File: src/rtl/pc_unit_if.sv
// pc_unit_if: fetch-side control inputs and PC/stack status outputs of the program counter.
// master drives the control strobes; slave is the pc_unit side.
interface pc_unit_if #(
  parameter int W     = 8,
  parameter int OFF_W = 8
);
  logic             stall;
  logic             jump;
  logic             branch;
  logic             call;
  logic             ret;
  logic [W-1:0]     target;
  logic [OFF_W-1:0] offset;
  logic [W-1:0]     pc;
  logic [W-1:0]     pc_next;
  logic             stk_empty;
  logic             stk_full;
  logic             err_ovf;
  logic             err_unf;
  logic             fault;

  modport master (
    output stall, jump, branch, call, ret, target, offset,
    input  pc, pc_next, stk_empty, stk_full, err_ovf, err_unf, fault
  );

  modport slave (
    input  stall, jump, branch, call, ret, target, offset,
    output pc, pc_next, stk_empty, stk_full, err_ovf, err_unf, fault
  );
endinterface

File: src/rtl/pc_unit.sv
// pc_unit: program counter with jump, relative branch, stall and a return-address stack.
// Define PC_ALIGN_CHK_EN to build the sticky misalignment detector driving fault.
module pc_unit #(
  parameter int W        = 8,
  parameter int STEP     = 4,
  parameter int OFF_W    = 8,
  parameter int DEPTH    = 4,
  parameter int RESET_PC = 0
) (
  input logic      clk,
  input logic      rst_n,
  pc_unit_if.slave bus
);
  localparam int            PW       = $clog2(DEPTH);
  localparam logic [W-1:0]  STEP_V   = W'(STEP);
  localparam logic [W-1:0]  RESET_V  = W'(RESET_PC);
  localparam logic [PW:0]   FULL_CNT = (PW+1)'(DEPTH);

  logic [W-1:0]  pc_q;
  logic [W-1:0]  pc_d;
  logic [W-1:0]  stack [DEPTH];
  logic [PW:0]   count;
  logic [PW-1:0] top_idx;
  logic [W-1:0]  off_ext;
  logic          empty;
  logic          full;
  logic          push;
  logic          pop;
  logic          set_ovf;
  logic          set_unf;
  logic          ovf_q;
  logic          unf_q;

  assign empty   = (count == '0);
  assign full    = (count == FULL_CNT);
  assign top_idx = count[PW-1:0] - PW'(1);
  assign off_ext = W'($signed(bus.offset));

  // pc_d folds in reset so pc_next always shows the value pc takes at the next edge
  always_comb begin
    pc_d    = pc_q + STEP_V;
    push    = 1'b0;
    pop     = 1'b0;
    set_ovf = 1'b0;
    set_unf = 1'b0;
    if (!rst_n) begin
      pc_d = RESET_V;
    end else if (bus.stall) begin
      pc_d = pc_q;
    end else if (bus.ret) begin
      if (!empty) begin
        pc_d = stack[top_idx];
        pop  = 1'b1;
      end else begin
        set_unf = 1'b1;
      end
    end else if (bus.call) begin
      pc_d = bus.target;
      if (full) set_ovf = 1'b1;
      else      push    = 1'b1;
    end else if (bus.jump) begin
      pc_d = bus.target;
    end else if (bus.branch) begin
      pc_d = pc_q + off_ext;
    end
  end

  always_ff @(posedge clk) begin
    pc_q <= pc_d;
    if (!rst_n) begin
      count <= '0;
      ovf_q <= 1'b0;
      unf_q <= 1'b0;
    end else begin
      if (push)      count <= count + (PW+1)'(1);
      else if (pop)  count <= count - (PW+1)'(1);
      if (set_ovf)   ovf_q <= 1'b1;
      if (set_unf)   unf_q <= 1'b1;
    end
  end

  // Stack contents need no reset; the count alone defines which entries are valid
  always_ff @(posedge clk) begin
    if (push) stack[count[PW-1:0]] <= pc_q + STEP_V;
  end

`ifdef PC_ALIGN_CHK_EN
  logic fault_q;
  logic redirect;

  assign redirect = rst_n && !bus.stall &&
                    ((bus.ret && !empty) || bus.call || bus.jump || bus.branch);

  always_ff @(posedge clk) begin
    if (!rst_n)
      fault_q <= 1'b0;
    else if (redirect && ((pc_d & (STEP_V - W'(1))) != '0))
      fault_q <= 1'b1;
  end

  assign bus.fault = fault_q;
`else
  assign bus.fault = 1'b0;
`endif

  assign bus.pc        = pc_q;
  assign bus.pc_next   = pc_d;
  assign bus.stk_empty = empty;
  assign bus.stk_full  = full;
  assign bus.err_ovf   = ovf_q;
  assign bus.err_unf   = unf_q;
endmodule

File: src/flat_wrapper.sv
// flat-port wrapper written by rule: the top's interface ports become plain ports
module pc_unit_flat 
#(
  parameter int W        = 8,
  parameter int STEP     = 4,
  parameter int OFF_W    = 8,
  parameter int DEPTH    = 4,
  parameter int RESET_PC = 0
)
  (clk, rst_n, bus_stall, bus_jump, bus_branch, bus_call, bus_ret, bus_target, bus_offset, bus_pc, bus_pc_next, bus_stk_empty, bus_stk_full, bus_err_ovf, bus_err_unf, bus_fault);
  pc_unit_if #(.W(W), .OFF_W(OFF_W)) bus_i ();
  input logic clk;
  input logic rst_n;
  input wire logic [$bits(bus_i.stall)-1:0] bus_stall;
  input wire logic [$bits(bus_i.jump)-1:0] bus_jump;
  input wire logic [$bits(bus_i.branch)-1:0] bus_branch;
  input wire logic [$bits(bus_i.call)-1:0] bus_call;
  input wire logic [$bits(bus_i.ret)-1:0] bus_ret;
  input wire logic [$bits(bus_i.target)-1:0] bus_target;
  input wire logic [$bits(bus_i.offset)-1:0] bus_offset;
  output wire logic [$bits(bus_i.pc)-1:0] bus_pc;
  output wire logic [$bits(bus_i.pc_next)-1:0] bus_pc_next;
  output wire logic [$bits(bus_i.stk_empty)-1:0] bus_stk_empty;
  output wire logic [$bits(bus_i.stk_full)-1:0] bus_stk_full;
  output wire logic [$bits(bus_i.err_ovf)-1:0] bus_err_ovf;
  output wire logic [$bits(bus_i.err_unf)-1:0] bus_err_unf;
  output wire logic [$bits(bus_i.fault)-1:0] bus_fault;
  assign bus_i.stall = bus_stall;
  assign bus_i.jump = bus_jump;
  assign bus_i.branch = bus_branch;
  assign bus_i.call = bus_call;
  assign bus_i.ret = bus_ret;
  assign bus_i.target = bus_target;
  assign bus_i.offset = bus_offset;
  assign bus_pc = bus_i.pc;
  assign bus_pc_next = bus_i.pc_next;
  assign bus_stk_empty = bus_i.stk_empty;
  assign bus_stk_full = bus_i.stk_full;
  assign bus_err_ovf = bus_i.err_ovf;
  assign bus_err_unf = bus_i.err_unf;
  assign bus_fault = bus_i.fault;
  pc_unit #(.W(W), .STEP(STEP), .OFF_W(OFF_W), .DEPTH(DEPTH), .RESET_PC(RESET_PC)) u_core (.clk(clk), .rst_n(rst_n), .bus(bus_i));
endmodule
File: config.mk
export PLATFORM = sky130hd
export DESIGN_NAME = pc_unit_flat
export DESIGN_NICKNAME = d
export VERILOG_FILES = /design/src/rtl/pc_unit_if.sv /design/src/rtl/pc_unit.sv /design/src/flat_wrapper.sv
export SDC_FILE = /design/constraint.sdc
export NUM_CORES = 1
export LEC_CHECK = 0
export CAP_MARGIN = 20
export CORE_ASPECT_RATIO = 0.75
export CORE_MARGIN = 2
export CORE_UTILIZATION = 50
export DETAILED_ROUTE_END_ITERATION = 7
export GPL_TIMING_DRIVEN = 0
export PLACE_DENSITY = 0.85
export REMOVE_ABC_BUFFERS = 1
export SLEW_MARGIN = 20
export SYNTH_ARGS = -nofsm -noshare
export SYNTH_HDL_FRONTEND = slang
export SYNTH_SLANG_ARGS = --single-unit
File: constraint.sdc
create_clock -name clk -period 4 [get_ports clk]
set_input_delay 1 -clock clk [delete_from_list [all_inputs] [get_ports clk]]
set_output_delay 1 -clock clk [all_outputs]
set_load 0.02 [all_outputs]
# Word-level counts from Yosys, hierarchy flattened
# Memories as Yosys holds them, arrays and structs flattened.
# Cells that the tools add are included.
# word_totals
regBits,13
latch_bits,0
mem_bits_rw,32
mem_bits_ro,0
in_bits,23
n_memories,1
# op_classes
add_sub_neg,5
mul,0
div_mod_pow,0
magnitude_cmp,0
eq_ne,1
shifts,0
n_mux,29
bitwise_logic,0
n_reduce_logical,2
# mem_list
name,words,word_bits,read_ports,rd_ports_with_merged_regs,wr,line_no,source
u_core.stack,4,8,1,0,1,pc_unit.sv:21,logic [W-1:0] stack [DEPTH];
# op_table
cell,count
$mux W8,7
$mux W1,20
$add A8 B3 Y8 const B,1
$add A8 B8 Y8,1
$mux W3,2
$add A3 B1 Y3 const B,1
$eq A3 B3 Y1 const B,1
$logic_not A3 Y1,1
$sub A3 B1 Y3 const B,1
$reduce_bool A2 Y1,1
$sub A2 B1 Y2 const B,1

# Logic depth before layout (Yosys ltp)
# depth
ltp_word,8
mapped_depth,11

# Least setup slack after synthesis
# Ideal clock, no wire load.
# synth_path
path_kind,input to output
startpoint,input bus_offset[0]
endpoint,output bus_pc_next[4]
t_arrival_ns,2.755
t_required_ns,3.000
slack_ns,0.245
path_stages,6
path_buffers,0
path_cell_list,ha_1 fa_1 a211oi_1 nor2_1 or3_1 a31oi_1
# synth_between
elab_chain_cells,7
# synth_lines
item,line_no,source
"start, declared",flat_wrapper.sv:20,input wire logic [$bits(bus_i.offset)-1:0] bus_offset;
$add A8 B8 Y8,pc_unit.sv:64,pc_d = pc_q + off_ext;
$mux W8,pc_unit.sv:63,end else if (bus.branch) begin
$mux W8,pc_unit.sv:61,end else if (bus.jump) begin
$mux W8,pc_unit.sv:57,end else if (bus.call) begin
$mux W8,pc_unit.sv:50,end else if (bus.ret) begin
$mux W8,pc_unit.sv:48,end else if (bus.stall) begin
$mux W8,pc_unit.sv:46,if (!rst_n) begin
"end, declared",flat_wrapper.sv:22,output wire logic [$bits(bus_i.pc_next)-1:0] bus_pc_next;
# No other way between the ends.

# Worst setup path in the final report
# Same ends and word-level chain as after synthesis.

==> report_table.html <==
<table>
<tr><th>Metric</th><th>Value</th></tr>
<tr><th colspan="2">Clocking</th></tr>
<tr><td>Clk sink count</td><td>45</td></tr>
<tr><td>CTS Hold Buffers Added</td><td>0</td></tr>
<tr><td>Clk Tree Root Cell</td><td>sky130_fd_sc_hd__clkbuf_8</td></tr>
<tr><td>Clock transition at the registers of the reported paths</td><td>0.09 ns</td></tr>
<tr><td>Maximum root-to-sink buffer count</td><td>2</td></tr>
<tr><td>Count of H-tree levels built during CTS</td><td>2</td></tr>
<tr><td>Clock tree from TritonCTS</td><td>done</td></tr>
<tr><td>Clock network latency to the later pin of the worst-skew pair</td><td>roughly 0.3 ns</td></tr>
<tr><td>Clock buffer count from CTS</td><td>5</td></tr>
<tr><th colspan="2">Synthesis</th></tr>
<tr><td>Sequential fraction of the synthesis area</td><td>0.479</td></tr>
<tr><td>Synth Register Bits</td><td>45</td></tr>
<tr><td>Average cell area after synthesis</td><td>11.6 um2</td></tr>
<tr><td>Cell count after synthesis</td><td>219</td></tr>
<tr><td>Post-synth top flop</td><td>sky130_fd_sc_hd__edfxtp_1</td></tr>
<tr><td>Synth area leader</td><td>sky130_fd_sc_hd__edfxtp_1</td></tr>
<tr><td>Distinct cell type count after synthesis</td><td>between 50 and 60</td></tr>
<tr><td>Synth top area share</td><td>0.377</td></tr>
<tr><td>Yosys Warn Count</td><td>0</td></tr>
<tr><td>Number of enable flip-flop cells after synthesis</td><td>32</td></tr>
<tr><td>Area contributors post-synth</td><td>sky130_fd_sc_hd__edfxtp_1 38%, sky130_fd_sc_hd__dfxtp_1 10%, sky130_fd_sc_hd__mux4_1 7.2%, sky130_fd_sc_hd__ha_1 5.9%, sky130_fd_sc_hd__o21ai_0 2.9%</td></tr>
<tr><td>Cell area after technology mapping</td><td>~0.0025 mm2</td></tr>
<tr><td>Asr flop ratio synth</td><td>0</td></tr>
<tr><th colspan="2">Worst setup path</th></tr>
<tr><td>Worst Path Max Fanout</td><td>3</td></tr>
<tr><td>Source of the worst register-to-register timing path</td><td>u_core.count[0]</td></tr>
<tr><td>Arrival time worst endpoint</td><td>between 3 and 4 ns</td></tr>
<tr><td>Cell family with the largest share of critical-path delay</td><td>adder cells</td></tr>
<tr><td>Crit. End Element</td><td>output port</td></tr>
<tr><td>Number of cells on the critical path</td><td>8</td></tr>
<tr><td>Setup CP Type</td><td>primary input to output port</td></tr>
<tr><td>Crit. Startpoint</td><td>bus_offset[0]</td></tr>
<tr><td>Critical Path Source Type</td><td>primary input</td></tr>
<tr><td>Register-to-Register Setup Slack</td><td>about 1.7 ns</td></tr>
<tr><td>Cell with the biggest individual delay on the critical path</td><td>sky130_fd_sc_hd__fa_2</td></tr>
<tr><td>Crit-path cells</td><td>dlygate4sd2_1 &gt; ha_4 &gt; fa_2 &gt; a211oi_4 &gt; nor2_1 &gt; or3_1 &gt; a31oi_2 &gt; buf_4</td></tr>
<tr><td>RR Endpoint</td><td>u_core.count[2]</td></tr>
<tr><td>Required @ worst endpoint</td><td>about 3.0 ns</td></tr>
<tr><td>CP bufs+invs</td><td>2</td></tr>
<tr><td>Largest stage delay on the critical path</td><td>0.40 ns</td></tr>
<tr><td>Worst Reg2Reg Path Length in Cells</td><td>10</td></tr>
<tr><td>Capture point of the worst path</td><td>bus_pc_next[4]</td></tr>
<tr><th colspan="2">Power</th></tr>
<tr><td>Internal power component</td><td>0.803 mW</td></tr>
<tr><td>Switching Share</td><td>0.328</td></tr>
<tr><td>Pwr per Cell Area</td><td>381 mW/mm2</td></tr>
<tr><td>Sequential group share of total power</td><td>0.467</td></tr>
<tr><td>Clk network pwr share</td><td>0.243</td></tr>
<tr><td>Worst vdd rail ir drop</td><td>around 350 uV</td></tr>
<tr><td>Part of the total power dissipated in combinational logic</td><td>0.291</td></tr>
<tr><td>Sw Pwr</td><td>about 0.4 mW</td></tr>
<tr><td>Static leakage</td><td>between 1 and 1.5 nW</td></tr>
<tr><th colspan="2">Cells and area</th></tr>
<tr><td>Layout Nets</td><td>296</td></tr>
<tr><td>Antenna diode count</td><td>0</td></tr>
<tr><td>Commonest cells after routing, fill and taps aside</td><td>32 x sky130_fd_sc_hd__edfxtp_1, 30 x sky130_fd_sc_hd__clkdlybuf4s50_1, 15 x sky130_fd_sc_hd__nand2_1</td></tr>
<tr><td>Most frequent standard cell in the layout excluding fill and tap cells</td><td>sky130_fd_sc_hd__edfxtp_1</td></tr>
<tr><td>Relative area change from synthesis to final layout</td><td>23.2%</td></tr>
<tr><td>Fraction of layout instances using a drive strength above 1</td><td>0.154</td></tr>
<tr><td>Final core utilization</td><td>0.641</td></tr>
<tr><th colspan="2">Hold path</th></tr>
<tr><td>Min-delay worst type</td><td>flip-flop to flip-flop</td></tr>
<tr><td>Number of stages on the worst hold path</td><td>2</td></tr>
<tr><th colspan="2">Placement</th></tr>
<tr><td>Placement Setup Slack</td><td>-0.775 ns</td></tr>
<tr><td>Buffers on Ports</td><td>42</td></tr>
<tr><td>HPWL reported at the end of detailed placement</td><td>~4.8 mm</td></tr>
<tr><td>Final weighted congestion in routability-driven placement</td><td>about 0.85</td></tr>
<tr><th colspan="2">STA</th></tr>
<tr><td>Transition time at the pin with the least slew margin</td><td>approximately 0.93 ns</td></tr>
<tr><td>Setup total negative slack</td><td>-0.0186 ns</td></tr>
<tr><td>Final period util</td><td>1.00</td></tr>
<tr><td>Final setup violation count</td><td>1</td></tr>
<tr><td>Max-slew violation count</td><td>0</td></tr>
<tr><td>Maximum clock frequency</td><td>between 200 and 250 MHz</td></tr>
<tr><td>Post-layout worst setup margin</td><td>-0.0186 ns</td></tr>
<tr><td>Worst-case headroom to the max-slew limit</td><td>0.379</td></tr>
<tr><td>Final count of hold timing violations</td><td>0</td></tr>
<tr><td>Setup Skew</td><td>0.00916 ns</td></tr>
<tr><td>Minimum clock period</td><td>around 4 ns</td></tr>
<tr><th colspan="2">Detailed routing</th></tr>
<tr><td>Total DRC errors in the routed layout</td><td>0</td></tr>
<tr><td>Antenna-violating nets left</td><td>0</td></tr>
<tr><td>Number of DRC markers in iteration 0</td><td>approximately 180</td></tr>
<tr><td>Number of detailed-routing iterations run before antenna repair</td><td>4</td></tr>
<tr><td>Routed wire length per instance</td><td>between 20 and 25 um</td></tr>
<tr><td>Via count</td><td>around 2000</td></tr>
<tr><td>Via density per instance</td><td>slightly above 6</td></tr>
<tr><td>Final Routed Wirelength</td><td>~6.6 mm</td></tr>
<tr><th colspan="2">Floorplanning</th></tr>
<tr><td>Area of the die</td><td>0.00569 mm2</td></tr>
<tr><td>Starting utilization of the core area</td><td>0.520</td></tr>
<tr><td>Height of the die</td><td>roughly 66 um</td></tr>
<tr><td>FP Rows</td><td>22</td></tr>
<tr><td>Number of top-level pins</td><td>44</td></tr>
<tr><td>X dimension of the die</td><td>approximately 86 um</td></tr>
<tr><td>Core region area</td><td>0.00490 mm2</td></tr>
<tr><th colspan="2">Status</th></tr>
<tr><td>Violations in the final reports</td><td>negative setup slack</td></tr>
<tr><td>Result of the run</td><td>finished with violations</td></tr>
<tr><th colspan="2">Global route</th></tr>
<tr><td>Largest net degree at the start of global routing</td><td>16</td></tr>
<tr><td>Via count of the first global-routing pass</td><td>about 2000</td></tr>
<tr><td>Initial antenna violation count</td><td>0</td></tr>
<tr><td>Remaining global-route overflow</td><td>0</td></tr>
<tr><td>First-pass GRT wire length</td><td>about 10 mm</td></tr>
<tr><td>GR Util All Layers</td><td>0.239</td></tr>
<tr><th colspan="2">Run</th></tr>
<tr><td>Max-cap check violation count</td><td>0</td></tr>
</table>
==> cells by family after synthesis <==
family,after synthesis,synth area share
XOR/XNOR,8,0.0275
AO/OA/AOI/OAI,59,0.153
adder cells (fa/ha/maj),14,0.0746
flip-flops,45,0.479
buffers and inverters,21,0.0422
multiplexers,14,0.105
AND/OR/NAND/NOR,57,0.118
other,1,0.00147
==> power groups by stage <==
stage	clock network [mW]	registers, mW	logic (mW)
floorplan	0	0.569	0.185
global placement	0	0.565	0.311
detailed placement	0	0.567	0.324
CTS	0.291	0.557	0.330
global route	0.314	0.562	0.375
finish	0.290	0.558	0.348
==> metrics by stage <==
stage	total power [mW]	instances	cell area, um2	hold slack (ns)
finish	1.20	320	3140	0.483
global route	1.25	320	3140	0.517
CTS	1.18	320	3100	0.485
detailed placement	0.891	311	2980	0.464
global placement	0.876	311	2980	0.447
floorplan	0.754	209	2480	0.552
==> worst register-to-register path, stage by stage (launching register included) <==
cell and delay [ns]:
sky130_fd_sc_hd__dfxtp_2 0.57, sky130_fd_sc_hd__inv_1 0.14, sky130_fd_sc_hd__ha_1 0.23, sky130_fd_sc_hd__nand2_1 0.09
sky130_fd_sc_hd__inv_1 0.08, sky130_fd_sc_hd__nor2_2 0.16, sky130_fd_sc_hd__inv_1 0.08, sky130_fd_sc_hd__fa_1 0.38
sky130_fd_sc_hd__mux2i_1 0.14, sky130_fd_sc_hd__xor2_1 0.14, sky130_fd_sc_hd__and2_1 0.15
==> registers in the layout (all words and copies together), names as in the netlist <==
name / cells
u_core.bus.err_ovf: 1
u_core.stack: 32
u_core.bus.err_unf: 1
u_core.count: 3
u_core.bus.pc: 8
==> per-layer routing <==
layer  wire length [um]  GRT usage  up-vias
li1                   -          -      918
met5                  0          0        -
met3                712     0.0699        5
met2               3010      0.378      103
met4                 53     0.0664        0
met1               2820      0.324      966
==> cell usage after synthesis (2+ instances only) <==
cell type	instances
sky130_fd_sc_hd__a21o_1	2
sky130_fd_sc_hd__clkbuf_1	3
sky130_fd_sc_hd__and2_1	5
sky130_fd_sc_hd__nor2_1	11
sky130_fd_sc_hd__edfxtp_1	32
sky130_fd_sc_hd__nand3_1	7
sky130_fd_sc_hd__a211oi_1	5
sky130_fd_sc_hd__dfxtp_1	13
sky130_fd_sc_hd__mux4_1	7
sky130_fd_sc_hd__nor2b_1	3
sky130_fd_sc_hd__xnor2_1	4
sky130_fd_sc_hd__o21bai_1	2
sky130_fd_sc_hd__nand2_1	15
sky130_fd_sc_hd__o2111ai_1	3
sky130_fd_sc_hd__nand3b_1	3
sky130_fd_sc_hd__fa_1	2
sky130_fd_sc_hd__a31oi_1	5
sky130_fd_sc_hd__o21ai_0	15
sky130_fd_sc_hd__buf_4	3
sky130_fd_sc_hd__mux2i_1	6
sky130_fd_sc_hd__o211ai_1	6
sky130_fd_sc_hd__o31ai_1	2
sky130_fd_sc_hd__o22ai_1	4
sky130_fd_sc_hd__ha_1	12
sky130_fd_sc_hd__xor2_1	4
sky130_fd_sc_hd__buf_6	2
sky130_fd_sc_hd__nand2b_1	2
sky130_fd_sc_hd__a21oi_1	8
sky130_fd_sc_hd__inv_1	10
==> how the worst min path moves through the flow <==
stage,start,slack [ns],to
floorplan,u_core.count[1],0.55,u_core.count[1]
global placement,u_core.bus.err_ovf,0.45,u_core.bus.err_ovf
detailed placement,u_core.bus.err_ovf,0.46,u_core.bus.err_ovf
CTS,u_core.bus.err_ovf,0.49,u_core.bus.err_ovf
global route,u_core.bus.err_ovf,0.52,u_core.bus.err_ovf
finish,u_core.bus.err_ovf,0.48,u_core.bus.err_ovf
==> timing repair <==
item,4_1_cts,5_1_grt
hold endpoints to repair,0,0
setup buffers,1,0
gates cloned,0,0
pin swaps,3,5
endpoints found under the setup margin,8,8
gates resized for setup,35,27
==> area by class of cell <==
class / instances / area, um2
Tap cell: 60 / 75.1
Inverter: 11 / 41.3
Clock buffer: 5 / 68.8
Clock inverter: 3 / 21.3
Timing Repair Buffer: 43 / 409
Sequential cell: 45 / 1220
Multi-Input combinational cell: 153 / 1300
Fill cell: 372 / 1760
Power figures use the tool's default switching activity.
